--- src/rtl/present_key_schedule.sv ---
// rtl/present_key_schedule.sv - PRESENT-80 round-key generator streaming K1..K32 over a valid/ready handshake
module present_key_schedule (
    input  logic        clk,
    input  logic        rst_n,
    input  logic        start,
    input  logic [79:0] key,
    input  logic        rk_ready,
    output logic        busy,
    output logic        rk_valid,
    output logic [4:0]  rk_index,
    output logic [63:0] round_key,
    output logic        done
);

    typedef enum logic [1:0] {
        IDLE = 2'd0,
        EMIT = 2'd1,
        LAST = 2'd2
    } state_t;

    state_t      state;
    state_t      state_next;
    logic [79:0] k;
    logic [79:0] k_next;
    logic [4:0]  rc;
    logic [4:0]  rc_next;
    logic        load;
    logic        xfer;
    logic        busy_next;
    logic        done_next;

    function automatic logic [3:0] sbox(input logic [3:0] x);
        logic [3:0] y;
        case (x)
            4'h0: y = 4'hC;
            4'h1: y = 4'h5;
            4'h2: y = 4'h6;
            4'h3: y = 4'hB;
            4'h4: y = 4'h9;
            4'h5: y = 4'h0;
            4'h6: y = 4'hA;
            4'h7: y = 4'hD;
            4'h8: y = 4'h3;
            4'h9: y = 4'hE;
            4'hA: y = 4'hF;
            4'hB: y = 4'h8;
            4'hC: y = 4'h4;
            4'hD: y = 4'h7;
            4'hE: y = 4'h1;
            default: y = 4'h2;
        endcase
        return y;
    endfunction

    // One schedule step: rotate left by 61, S-box on the top nibble, mix in the round counter.
    function automatic logic [79:0] key_update(input logic [79:0] cur, input logic [4:0] i);
        logic [79:0] r;
        r        = {cur[18:0], cur[79:19]};
        r[79:76] = sbox(r[79:76]);
        r[19:15] = r[19:15] ^ i;
        return r;
    endfunction

    assign load = (state == IDLE) && start;
    assign xfer = rk_valid && rk_ready;

    always_ff @(posedge clk or negedge rst_n) begin
        if (!rst_n) begin
            state <= IDLE;
        end else begin
            state <= state_next;
        end
    end

    always_comb begin
        state_next = state;
        case (state)
            IDLE: if (start) state_next = EMIT;
            EMIT: if (xfer && (rc == 5'd31)) state_next = LAST;
            LAST: if (xfer) state_next = IDLE;
            default: state_next = IDLE;
        endcase
    end

    always_comb begin
        busy_next = (state_next != IDLE);
        done_next = (state_next == LAST);
    end

    always_comb begin
        k_next  = k;
        rc_next = rc;
        if (load) begin
            k_next  = key;
            rc_next = 5'd1;
        end else if ((state == EMIT) && xfer) begin
            k_next  = key_update(k, rc);
            rc_next = rc + 5'd1;
        end
    end

    always_ff @(posedge clk or negedge rst_n) begin
        if (!rst_n) begin
            k        <= '0;
            rc       <= '0;
            busy     <= 1'b0;
            rk_valid <= 1'b0;
            done     <= 1'b0;
        end else begin
            k        <= k_next;
            rc       <= rc_next;
            busy     <= busy_next;
            rk_valid <= busy_next;
            done     <= done_next;
        end
    end

    // The counter wraps 31 -> 0 on the K31 transfer, so index 0 tags K32.
    assign round_key = k[79:16];
    assign rk_index  = rc;

endmodule

--- config.mk ---
export PLATFORM = sky130hd
export DESIGN_NAME = present_key_schedule
export DESIGN_NICKNAME = d
export VERILOG_FILES = /design/src/rtl/present_key_schedule.sv
export SDC_FILE = /design/constraint.sdc
export NUM_CORES = 1
export LEC_CHECK = 0
export ABC_CLOCK_PERIOD_IN_PS = 2400
export CORE_MARGIN = 1.5
export CORE_UTILIZATION = 23
export DETAILED_ROUTE_END_ITERATION = 6
export PLACE_DENSITY = 0.47
export SETUP_SLACK_MARGIN = 0.05
export SLEW_MARGIN = 0
export SYNTH_ARGS = -nofsm -noshare
export SYNTH_HDL_FRONTEND = slang
export SYNTH_SLANG_ARGS = --single-unit
--- constraint.sdc ---
create_clock -name clk -period 2.4 [get_ports clk]
set_input_delay 0.48 -clock clk [delete_from_list [all_inputs] [get_ports clk]]
set_output_delay 0.48 -clock clk [all_outputs]
set_load 0.05 [all_outputs]
==> out/metrics.cfg, run 1 <==
[sta]
tightestPinTransition_ns = 0.5391
setup_violations = 0
maxSlewHeadroom_pct = 63.95
fin_crit_sh_pct = 91.32
finalSetupTns_ns = 0
timing.hold.ws_ns = 0.06923
skew_ns = 0.006712
hold_viol_final = 0
fmax_mhz = 456.2
rsz0062_at_grt = no
drv_slew = 0
min_period_ns = 2.192

[synthesis]
async_reset_ff_share_pct = 100.0
synthFlopType = dfrtp_1
yosysMostFrequentCell = nand2_1
synth_top_area_share_pct = 47.08
synth_common_cells = nand2_1 (106), dfrtp_1 (89), buf_4 (70)
synth_top_cell_by_area = dfrtp_1
syn_area_um2 = 4731
syn_nets = 572
yosysWarnings = 0
synth_area_leaders = dfrtp_1 (47%), mux2i_1 (11%), buf_4 (11%), nand2_1 (8.4%), o21ai_0 (5.7%)
ys_ff_latch = 89
seq_area_frac_synth_pct = 47.08
synthCells = 481
syn_avg_cell_area_um2 = 9.835
synth_edf_count = 0
ys_types = 32

[drt]
drtIter0Drc = 132
drt-total-wl_um = 13050
route.vias.total = 3546
antenna_left = 0
drc = 0
viasPerCell = 4.237
wl_per_cell_um = 15.59
drt_pass1_iterations = 4

[layout]
final_cells = 837
drive_gt1_share_pct = 5.644
nNetsFinal = 653
antenna_cells = 0
syn_to_final_growth_pct = 35.47

[clocking]
cts_tree = yes
cts-root-buf = clkbuf_16
cts_resized = 0
cts_made_buffers = 9
clk_latency_ns = 0.34
cts_hold_buf = 0
cts_sinks = 89
clockBufferDepth = 2
cts.clk_slew.worst_paths_ns = 0.07
cts_setup_buffers = 0
htree_levels = 3

[place]
place_inst = 821
port_buffers = 155
place_congestion = 0.7306
place_hpwl_um = 9472

[floorplanning]
start_util_pct = 23.38
io_pins = 156
rows = 52
die_h_um = 146.4
core_area_um2 = 20230
die_x_um = 146.4
die-area_um2 = 21440

[setup_path]
crit_buf_inv = 1
max_stage_delay_ns = 0.86
critPathCapture = round_key[1]
crit_slowest_cell = clkdlybuf4s50_1
crit_type = register to primary output
crit_chain = clkdlybuf4s50_1
r2r_setup_slack_ns = 0.73
arrival_ns = 1.71
ff2ff_path_depth = 7
rr_endpoint = rk_valid
r2r-start = rk_index[0]
crit_cells = 1
cp-start-kind = register
critPathRequiredTime_ns = 1.92
end_kind = primary output
critPathTopFamily = buffers and inverters
critPathMaxFanout = 9
crit_path_start = k[17]

[run_status]
status = complete, no violations

[grt]
overflow = 0
grt_use_total_pct = 12.51
grt_pass1_wl_um = 21010
grt_max_degree = 74
first_global_vias = 3749
grt_antenna_before_repair = 0

[worst_hold_path]
worstHoldPathType = input pin to asynchronous set/reset pin

[power_and_ir_drop]
p_leak_nw = 2.720
irDropWorstVdd_v = 0.001054
power_density_nw_per_um2 = 1414
power_mw = 9.060

[flow_run]
drv_cap = 0

-- worst register-to-register path: cells and delay by family, from the launching register on --
kind	cells	cell delay, ns
AOI/OAI and AO/OA	1	0.14
and+or+nand+nor	4	0.57
adders and majority gates	2	0.37
DFF	1	0.48
-- worst min-delay path by stage --
stage / startpoint / to / slack [ns] / cells after the start
floorplan: rst_n / done / 0.18 / 0
finish: rst_n / k[40] / 0.07 / 1
CTS: rst_n / k[59] / 0.07 / 1
global route: rst_n / k[59] / 0.1 / 1
detailed placement: rst_n / k[40] / 0.46 / 1
global placement: rst_n / k[40] / 0.45 / 1
-- area by class of cell --
class | count | area (um^2)
flip-flops and latches | 89 | 2227
fillers | 2090 | 13830
well taps | 270 | 337.8
clock inverters | 4 | 51.30
clock buffers | 12 | 256.5
repair buffers | 165 | 1714
multi-input cells | 294 | 1810
inverters | 3 | 11.26
-- per-layer routing --
metal,up-vias,global-route usage [%],routed length (um)
met5,-,0,0
met4,0,3.485,131
met3,14,3.063,649
met2,99,19.93,5962
met1,1712,16.88,6301
li1,1721,-,-
-- where the power goes --
group | switching, mW | internal [mW]
Sequential | 0.732 | 2.18
Clock | 0.600 | 0.865
Combinational | 2.95 | 1.73
-- stage by stage --
stage | utilization (%) | setup WS (ns) | instance area, um^2
4_1_cts | 31.66 | 0.05829 | 6406
3_5_place_dp | 30.14 | 0.2539 | 6098
2_1_floorplan | - | 0.5664 | 4731
5_1_grt | 31.67 | 0.1527 | 6409
3_3_place_gp | 30.14 | 0.2976 | 6098
6_report | 31.67 | 0.2082 | 6409
-- cells in the final DEF, fill, tap and decap left out, types with 2 or more instances in the layout --
cell	n
nor2_1	12
buf_12	7
inv_1	3
clkbuf_16	9
a211oi_1	4
mux2i_1	53
xnor2_1	7
ha_1	7
clkbuf_8	2
buf_4	4
xor2_1	2
nand2_1	106
a21oi_1	8
clkdlybuf4s50_1	153
dfrtp_1	89
a22oi_1	22
o21ai_0	54
o21ai_1	6
-- state kept, by name (all words and copies together) (netlist names) --
register / cells
state: 2
rk_valid: 1
rk_index: 5
k: 80
done: 1
-- logic make-up (layout without fill, tap and decap cells) --
logic type | after synthesis | in the layout | synth area share (%)
adders and majority gates | 7 | 7 | 1.851
AOI/OAI and AO/OA | 97 | 97 | 11.82
DFF | 89 | 89 | 47.08
xor gates and xnor gates | 9 | 9 | 1.666
and+or+nand+nor | 127 | 127 | 11.21
muxes | 54 | 54 | 11.69
buffers and inverters | 98 | 184 | 14.68
Power figures use the tool's default switching activity.
==> run 2, diff against run 1 <==
--- a/config.mk
+++ b/config.mk
@@ -9,6 +9,7 @@
 export CORE_MARGIN = 1.5
 export CORE_UTILIZATION = 23
 export DETAILED_ROUTE_END_ITERATION = 6
+export GPL_TIMING_DRIVEN = 0
 export PLACE_DENSITY = 0.47
 export SETUP_SLACK_MARGIN = 0.05
 export SLEW_MARGIN = 0
==> run 2 against run 1 <==
Worst setup slack worse by 0.044 ns. Sequential share of layout area down 2.6 points. Non-clock buffer count up 86. Sequential power down 2%. Register-to-register slack worse by 0.12 ns. Clock-buffer cell count down 1. Clock power down 5%. Wire length up 28%. Largest cell class is now non-clock buffers. Largest power group unchanged.
==> out/metrics.cfg, run 2 (synthesis gave the netlist of run 1 again) <==
[run_status]
status = complete, no violations  ; unchanged

[power_and_ir_drop]
p_int_mw = 5.283  ; was 4.779 mW
seqPwrFrac_pct = 29.2  ; was 32.2%
comb_power_share_pct = 56.5  ; was 51.7%
power_density_nw_per_um2 = 1412  ; was 1414 nW/um^2
p_leak_nw = 3.096  ; was 2.720 nW
p_sw_mw = 4.511  ; was 4.281 mW
switching_share_pct = 46.06  ; was 47.25%
power_mw = 9.794  ; was 9.060 mW
irDropWorstVdd_v = 0.0006675  ; was 0.001054 V
p_clk_share_pct = 14.3  ; was 16.2%

[setup_path]
critPathRequiredTime_ns = 1.92  ; about the same
r2r_setup_slack_ns = 0.61  ; was 0.73 ns
crit_path_start = k[16]  ; was k[17]
ff2ff_path_depth = 3  ; was 7
crit_type = register to primary output  ; unchanged
max_stage_delay_ns = 0.79  ; was 0.86 ns
critPathMaxFanout = 6  ; was 9
end_kind = primary output  ; unchanged
crit_slowest_cell = clkdlybuf4s50_1  ; unchanged
arrival_ns = 1.76  ; was 1.71 ns
r2r-start = state[0]  ; was rk_index[0]
cp-start-kind = register  ; unchanged
crit_chain = buf_4, clkdlybuf4s50_1  ; was clkdlybuf4s50_1

[floorplanning]
die_x_um = 146.4  ; unchanged
start_util_pct = 23.38  ; unchanged
rows = 52  ; unchanged
io_pins = 156  ; unchanged
die-area_um2 = 21440  ; unchanged
core_area_um2 = 20230  ; unchanged
die_h_um = 146.4  ; unchanged

[layout]
final_cell_mix = clkdlybuf4s50_1 (154), nand2_1 (106), dfrtp_1 (89)  ; was clkdlybuf4s50_1 (153), nand2_1 (106), dfrtp_1 (89)
antenna_cells = 0  ; unchanged
largest_reg_flops = 80  ; unchanged
final_common_cell = clkdlybuf4s50_1  ; unchanged
nNetsFinal = 739  ; was 653
syn_to_final_growth_pct = 46.60  ; was 35.47%
drive_gt1_share_pct = 17.15  ; was 5.644%
final_util_pct = 34.28  ; was 31.67%
final_cell_area_um2 = 6935  ; was 6409 um^2
regMostFlops = k  ; unchanged
num-fill-cells = 2065  ; was 2090

[place]
place_congestion = 0.7709  ; was 0.7306
place_hpwl_um = 12140  ; was 9472 um
placed_cell_area_um2 = 6645  ; was 6098 um^2
port_buffers = 155  ; unchanged

[sta]
setup_violations = 0  ; unchanged
fmax_mhz = 447.2  ; was 456.2 MHz
hold_viol_final = 0  ; unchanged
drv_slew = 0  ; unchanged
skew_ns = 0.01267  ; was 0.006712 ns
fin_crit_sh_pct = 93.17  ; was 91.32%
tightestPinTransition_ns = 0.6838  ; was 0.5391 ns
maxSlewHeadroom_pct = 54.42  ; was 63.95%
rsz0062_at_grt = no  ; unchanged
min_period_ns = 2.236  ; was 2.192 ns

[drt]
drc = 0  ; unchanged
wl_per_cell_um = 18.07  ; was 15.59 um
drtIter0Drc = 152  ; was 132
drt-total-wl_um = 16680  ; was 13050 um
antenna_left = 0  ; unchanged
route.vias.total = 3985  ; was 3546
viasPerCell = 4.317  ; was 4.237
drt_pass1_iterations = 4  ; unchanged

[clocking]
cts_setup_buffers = 0  ; unchanged
cts_sinks = 89  ; unchanged
cts_tree = yes  ; unchanged
htree_levels = 3  ; unchanged
clk_latency_ns = 0.35  ; was 0.34 ns
cts-root-buf = clkbuf_16  ; unchanged
cts_resized = 0  ; unchanged
clockBufferDepth = 2  ; unchanged
cts.clk_slew.worst_paths_ns = 0.07  ; about the same
cts_hold_buf = 0  ; unchanged
cts_made_buffers = 9  ; unchanged

[worst_hold_path]
worstHoldPathType = input pin to asynchronous set/reset pin  ; unchanged

[grt]
grt_max_degree = 68  ; was 74
first_global_vias = 4212  ; was 3749
overflow = 0  ; unchanged
grt_pass1_wl_um = 25270  ; was 21010 um
grt_antenna_before_repair = 1  ; was 0
grt_use_total_pct = 15.82  ; was 12.51%

[flow_run]
drv_cap = 0  ; unchanged

run 2: cell count changes in the layout (fill, tap and decap cells not counted), moves of 2 or more:
| cell | before | now |
|---|---|---|
| buf_12 | 7 | 1 |
| buf_2 | 0 | 14 |
| buf_4 | 4 | 71 |
| buf_6 | 0 | 4 |
| clkbuf_1 | 1 | 5 |
| inv_6 | 0 | 2 |
run 2: path summary, 6_finish.rpt:
| check | endpoint |
|---|---|
| setup / recovery | round_key[0] |
| hold / removal | k[39] |
| setup reg to reg | k[54] |
| hold reg to reg | k[1] |
| max in group asynchronous | k[10] |
| min in group clk | k[1] |
run 2: per-stage QoR:
stage | setup TNS (ns) | setup WS (ns) | hold WS, ns | cells
after floorplan | 0 | 0.5664 | 0.1844 | 481
after global placement | -241.52 | -2.721 | 0.4664 | 906
after detailed placement | -0.02002 | -0.01248 | 0.4204 | 907
after CTS | 0 | 0.1402 | 0.03792 | 923
after global routing | 0 | 0.09926 | 0.04820 | 923
final | 0 | 0.1638 | 0.03547 | 923
run 2: power by group through the flow:
stage                     Sequential [mW]  Clock (mW)  Combinational (mW)
final                                2.86        1.40                5.53
after global routing                 2.97        1.50                5.87
after CTS                            2.87        1.44                5.59
after detailed placement             2.88           0                5.57
after global placement               2.87           0                5.51
after floorplan                      2.76           0                3.86
run 2: routing by layer:
metal	track usage, %	share of wire, %
met1	21.12	45
met2	25.64	47
met3	3.719	6.7
met4	4.293	1.5
met5	0	0.078
run 2: final cells by class:
cell class	count	area [um^2]	share of cell area [%]
multi-input combinational	294	1809	26.09
clock buffer	11	252.7	3.644
buffer	95	683.2	9.850
timing repair buffer	156	1577	22.73
clock inverter	5	37.54	0.5412
inverter	3	11.26	0.1624
tap	270	337.8	4.871
sequential	89	2227	32.11
run 2: worst max-delay path, delay by kind of cell (launching register included):
kind,cells,cell delay (ns)
buf+inv,2,0.94
flops,1,0.47
==> run 3, diff against run 2 <==
--- a/config.mk
+++ b/config.mk
@@ -12,7 +12,6 @@
 export GPL_TIMING_DRIVEN = 0
 export PLACE_DENSITY = 0.47
 export SETUP_SLACK_MARGIN = 0.05
-export SLEW_MARGIN = 0
 export SYNTH_ARGS = -nofsm -noshare
 export SYNTH_HDL_FRONTEND = slang
 export SYNTH_SLANG_ARGS = --single-unit
==> results of run 3 <==
The final DEF is identical to that of run 2; final timing and power are the same.
